--- src/rtl/coin_pkg.sv ---
// Coin encoder shared definitions.
// Coin codes, FSM states and widths.
package coin_pkg;

  localparam logic [1:0] COIN_NONE = 2'b00;
  localparam logic [1:0] COIN_5    = 2'b01;
  localparam logic [1:0] COIN_10   = 2'b10;

  localparam int DEB_W = 4;

  typedef enum logic [1:0] {
    IDLE = 2'd0,
    SEND = 2'd1,
    GAP  = 2'd2
  } state_e;

endpackage

--- src/rtl/coin_debounce.sv ---
// Per-sensor debouncer: one event per qualified high period.
// Disarmed after reset until a low sample is seen.
module coin_debounce
  import coin_pkg::*;
#(
  parameter int DEB_CYCLES = 3
) (
  input  logic clk,
  input  logic rst,
  input  logic sense_i,
  output logic event_o
);

  localparam logic [DEB_W-1:0] SAT_C  = DEB_W'(DEB_CYCLES);
  localparam logic [DEB_W-1:0] LAST_C = DEB_W'(DEB_CYCLES - 1);

  logic [DEB_W-1:0] cnt_q, cnt_d;
  logic             armed_q, armed_d;

  // Count consecutive highs, saturate, re-arm on a low sample.
  always_comb begin
    cnt_d   = cnt_q;
    armed_d = armed_q;
    if (!sense_i) begin
      cnt_d   = '0;
      armed_d = 1'b1;
    end else if (armed_q && cnt_q != SAT_C) begin
      cnt_d = cnt_q + 1'b1;
    end
  end

  // Debounce state registers.
  always_ff @(posedge clk) begin
    if (rst) begin
      cnt_q   <= '0;
      armed_q <= 1'b0;
    end else begin
      cnt_q   <= cnt_d;
      armed_q <= armed_d;
    end
  end

  assign event_o = armed_q & sense_i & (cnt_q == LAST_C);

endmodule

--- src/rtl/coin_encoder.sv ---
// Coin encoder: debounced sensors feed an event FIFO,
// drained one code at a time to the vending machine.
module coin_encoder
  import coin_pkg::*;
#(
  parameter int DEB_CYCLES = 3,
  parameter int FIFO_DEPTH = 4
) (
  input  logic       clk,
  input  logic       rst,
  input  logic       sense_5,
  input  logic       sense_10,
  input  logic       vend_busy,
  output logic [1:0] coin_code,
  output logic       coin_reject,
  output logic       fifo_full
);

  localparam int AW = $clog2(FIFO_DEPTH);
  localparam logic [AW:0] DEPTH_C = (AW+1)'(FIFO_DEPTH);

  logic ev5, ev10;
  logic both, one, push, pop, drop, empty;
  logic [1:0] push_code;

  logic [1:0]    mem_q [FIFO_DEPTH];
  logic [AW-1:0] wr_q, rd_q;
  logic [AW:0]   cnt_q;
  logic          reject_q;
  state_e        state_q;
  logic [1:0]    code_q;

  coin_debounce #(.DEB_CYCLES(DEB_CYCLES)) u_deb5 (
    .clk     (clk),
    .rst     (rst),
    .sense_i (sense_5),
    .event_o (ev5)
  );

  coin_debounce #(.DEB_CYCLES(DEB_CYCLES)) u_deb10 (
    .clk     (clk),
    .rst     (rst),
    .sense_i (sense_10),
    .event_o (ev10)
  );

  assign both      = ev5 & ev10;
  assign one       = ev5 ^ ev10;
  assign push_code = ev5 ? COIN_5 : COIN_10;
  assign empty     = (cnt_q == '0);
  assign fifo_full = (cnt_q == DEPTH_C);
  assign pop       = (state_q == IDLE) & ~empty & ~vend_busy;
  // A pop at the same edge frees a slot for the incoming event.
  assign push      = one & (~fifo_full | pop);
  assign drop      = one & fifo_full & ~pop;

  // FIFO storage; contents need no reset, pointers guard validity.
  always_ff @(posedge clk) begin
    if (push) mem_q[wr_q] <= push_code;
  end

  // FIFO pointers and occupancy.
  always_ff @(posedge clk) begin
    if (rst) begin
      wr_q  <= '0;
      rd_q  <= '0;
      cnt_q <= '0;
    end else begin
      if (push) wr_q <= wr_q + 1'b1;
      if (pop)  rd_q <= rd_q + 1'b1;
      unique case ({push, pop})
        2'b10:   cnt_q <= cnt_q + 1'b1;
        2'b01:   cnt_q <= cnt_q - 1'b1;
        default: cnt_q <= cnt_q;
      endcase
    end
  end

  // One-cycle reject pulse for collisions and overflow.
  always_ff @(posedge clk) begin
    if (rst) reject_q <= 1'b0;
    else     reject_q <= both | drop;
  end

  // Output FSM: IDLE -> SEND (one code cycle) -> GAP -> IDLE.
  always_ff @(posedge clk) begin
    if (rst) begin
      state_q <= IDLE;
      code_q  <= COIN_NONE;
    end else begin
      unique case (state_q)
        IDLE: begin
          if (pop) begin
            state_q <= SEND;
            code_q  <= mem_q[rd_q];
          end else begin
            code_q  <= COIN_NONE;
          end
        end
        SEND: begin
          state_q <= GAP;
          code_q  <= COIN_NONE;
        end
        GAP: begin
          state_q <= IDLE;
          code_q  <= COIN_NONE;
        end
        default: begin
          state_q <= IDLE;
          code_q  <= COIN_NONE;
        end
      endcase
    end
  end

  assign coin_code   = code_q;
  assign coin_reject = reject_q;

endmodule

--- config.mk ---
export PLATFORM = sky130hd
export DESIGN_NAME = coin_encoder
export DESIGN_NICKNAME = d
export VERILOG_FILES = /design/src/rtl/coin_pkg.sv /design/src/rtl/coin_debounce.sv /design/src/rtl/coin_encoder.sv
export SDC_FILE = /design/constraint.sdc
export NUM_CORES = 1
export LEC_CHECK = 0
export CAP_MARGIN = 20
export CORE_UTILIZATION = 30
export CTS_CLUSTER_SIZE = 16
export DETAILED_ROUTE_END_ITERATION = 10
export GPL_TIMING_DRIVEN = 0
export SETUP_SLACK_MARGIN = 0.1
export SLEW_MARGIN = 10
export SYNTH_ARGS = -nofsm -noshare
export SYNTH_HDL_FRONTEND = slang
export SYNTH_HIERARCHICAL = 1
export SYNTH_SLANG_ARGS = --single-unit
--- constraint.sdc ---
create_clock -name clk -period 3 [get_ports clk]
set_input_delay 0.45 -clock clk [delete_from_list [all_inputs] [get_ports clk]]
set_output_delay 0.45 -clock clk [all_outputs]
set_load 0.01 [all_outputs]
==> impl_metrics.ini <==
[status]
outcome = completed

[layout]
finalInstanceArea_sq_mm = 0.00170
final_cells = 204
fillers = 424
area_delta_synth_final_pct = 21.1
n_antenna_cell = 0
drive_gt1_share_pct = 24.3
nets = 167
multiInputGateArea_sq_um = 694
final_core_util_pct = 38.5
seqCellArea_sq_um = 682

[critical_path]
cp_max_fo = 7
r2r-start = u_deb5/cnt_q[1]$_SDFFE_PP0P_
cp_data_required_time_ns = 3.21
crit_start = vend_busy
crit_type = in -> reg
critPathLaunchType = primary input
critPathCaptureType = register
cp_data_arrival_time_ns = 2.96
r2r_cells = 12

[routing]
vias_per_cell = 4.75
ant_nets = 0
avgRoutedWirePerCell_microns = 12.1
dr.pass1.iters = 4
drc_errors = 0
drt_iter0_drc = 32
wl_mm = 2.47
num_vias = 970

[die]
initial_core_util_pct = 31.8
ioPinCount = 9
row_count = 24
die_h_microns = 70.4
coreArea_sq_mm = 0.00441
die_w_microns = 70.4
dieArea_sq_mm = 0.00496

[synthesis]
async_flop_share_pct = 0
synth_ff_type = dfxtp_1
syn_avg_cell_area_sq_um = 10.6
syn_nets = 148
synth_top_area_share_pct = 31.3
yosys.area.top_type = dfxtp_1
synthSimpleGateAreaFrac_pct = 20.8
synthMuxAreaShare_pct = 4.72
synthAdderAreaFrac_pct = 10.3
syn-cell-area_sq_mm = 0.00141
synth_compound_area_share_pct = 8.37
yosysSeqAreaShare_pct = 48.4
synth-seq-cells = 30
synth_edf_count = 8
ys_top_cells_by_area = dfxtp_1, edfxtp_1, ha_1
yosysMostFrequentCell = dfxtp_1
yosys-top-cells-count = dfxtp_1, inv_1, a21oi_1, ha_1, nor2_1
syn_inst = 132
synth_cell_types = 34
synth_top_family_by_area = simple AND/OR/NAND/NOR gates
yosys_warnings = 6
synth_xor_area_share_pct = 2.49

[clocking]
cts.sinks = 30
clock_latency_ns = 0.28
cts_inserted_buffers = 5
cts_hold_buf = 0
root_buffer = clkbuf_8
htree_levels = 2
cts_tree = yes
path_clk_slew_ns = 0.06
clockBufferDepth = 2

[sta]
fin_worst_skew_ns = 0.00750
post-route-period-util_pct = 91.8
finalWorstSetupSlack_ns = 0.247
whs_ns = 0.414
slew_headroom_pct = 60.9
fmax_mhz = 363
tightest_slew_ns = 0.585
tns_ns = 0
setup_viol = 0
rsz0062_at_grt = no
slew_violations = 0
period_needed_ns = 2.75
hold_viol_final = 0

[placement]
port_buffers = 8
hpwl_mm = 1.81
place_inst = 192
place.gp.congestion = 0.689
dp_slack_ns = -0.522
placed_area_sq_mm = 0.00155

[hold_path]
hold_path_class = reg -> reg
min_from = state_q[1]$_SDFFE_PP0P_
hold_path_depth = 1

[global_routing]
track_usage_pct = 11.3
antenna_found_initial = 0
grt_pass1_wl_mm = 4.15
grt-ovfl-total = 0
grt_max_degree = 11
first_global_vias = 982

[power_and_ir_drop]
peakVddDrop_mv = 0.199
p_leak_nw = 0.626
power_density_mw_per_mm2 = 462
power_mw = 0.787

[flow_run]
maxCapViolations = 0
-- layer usage --
layer  GRT usage [%]  up-vias  share of wire (%)
li1                -      498                  -
met1            11.4      452                 43
met2            19.3       12                 51
met3            3.90        8                3.3
met4            8.00        0                3.0
met5               0        -                  0
-- sequential cells by signal, indices dropped and copies added, names as in the netlist --
| register | cells |
|---|---|
| cnt_q | 3 |
| coin_code | 2 |
| coin_reject | 1 |
| mem_q | 8 |
| rd_q | 2 |
| state_q | 2 |
| u_deb10/armed_q | 1 |
| u_deb10/cnt_q | 4 |
| u_deb5/armed_q | 1 |
| u_deb5/cnt_q | 4 |
| wr_q | 2 |
-- power by group --
group          leakage (nW)  switching [mW]  total [mW]  internal, mW
Clock                0.0426           0.143       0.301         0.159
Combinational         0.321          0.0314      0.0582        0.0269
Sequential            0.263         0.00579       0.427         0.422
-- logic make-up (layout without fill, tap and decap cells) --
| kind of cell | count (synthesis) | in the layout |
|---|---|---|
| flops | 30 | 30 |
| mux | 4 | 4 |
| buf+inv | 17 | 37 |
| xor+xnor | 4 | 4 |
| compound gates | 19 | 19 |
| fa+ha+maj | 11 | 11 |
| simple gates | 47 | 47 |
-- layout make-up --
class / count / area share (%)
timing repair buffer: 12 / 6.54
inverter: 13 / 2.87
multi-input combinational: 85 / 40.8
tap: 52 / 3.82
buffer: 4 / 1.10
sequential: 30 / 40.1
clock buffer: 6 / 4.26
clock inverter: 2 / 0.515
-- worst paths after layout --
check	to	slack, ns
hold reg to reg	state_q[1]$_SDFFE_PP0P_	0.41
setup reg to reg	cnt_q[2]$_SDFFE_PP0P_	0.25
setup / recovery	cnt_q[2]$_SDFFE_PP0P_	0.25
hold / removal	state_q[1]$_SDFFE_PP0P_	0.41
-- critical path: stages --
cell and delay [ns]:
clkdlybuf4s50_1 0.39, or3_1 0.30, buf_2 0.17, or2_2 0.34, inv_1 0.08, ha_2 0.18, inv_1 0.05, fa_1 0.37
xor2_1 0.16, or3_1 0.33, a21oi_2 0.15
-- what timing repair did --
item,4_1_cts,5_1_grt
pin swaps,2,3
buffers inserted,0,4
gates cloned,0,0
resized for setup,6,8
setup endpoints to repair,2,1
-- cells in the final DEF, fill, tap and decap left out, types with 2 or more instances in the layout --
cell type	n
dfxtp_1	21
o21ai_0	2
mux4_2	2
clkbuf_8	5
clkbuf_1	2
ha_1	8
nor3_2	3
nand4b_1	2
xor2_1	4
inv_2	3
clkdlybuf4s50_1	6
inv_1	10
and2_1	4
a21oi_1	9
nand3_1	3
a21o_1	2
nor3b_1	4
nor2_1	9
buf_2	3
and3_4	2
ha_2	2
nand2_1	4
or3b_4	2
nand4_1	2
edfxtp_1	8
buf_4	4
a21oi_2	3
or3_1	2
nand2b_1	4
(Power assumes the default switching activity.)
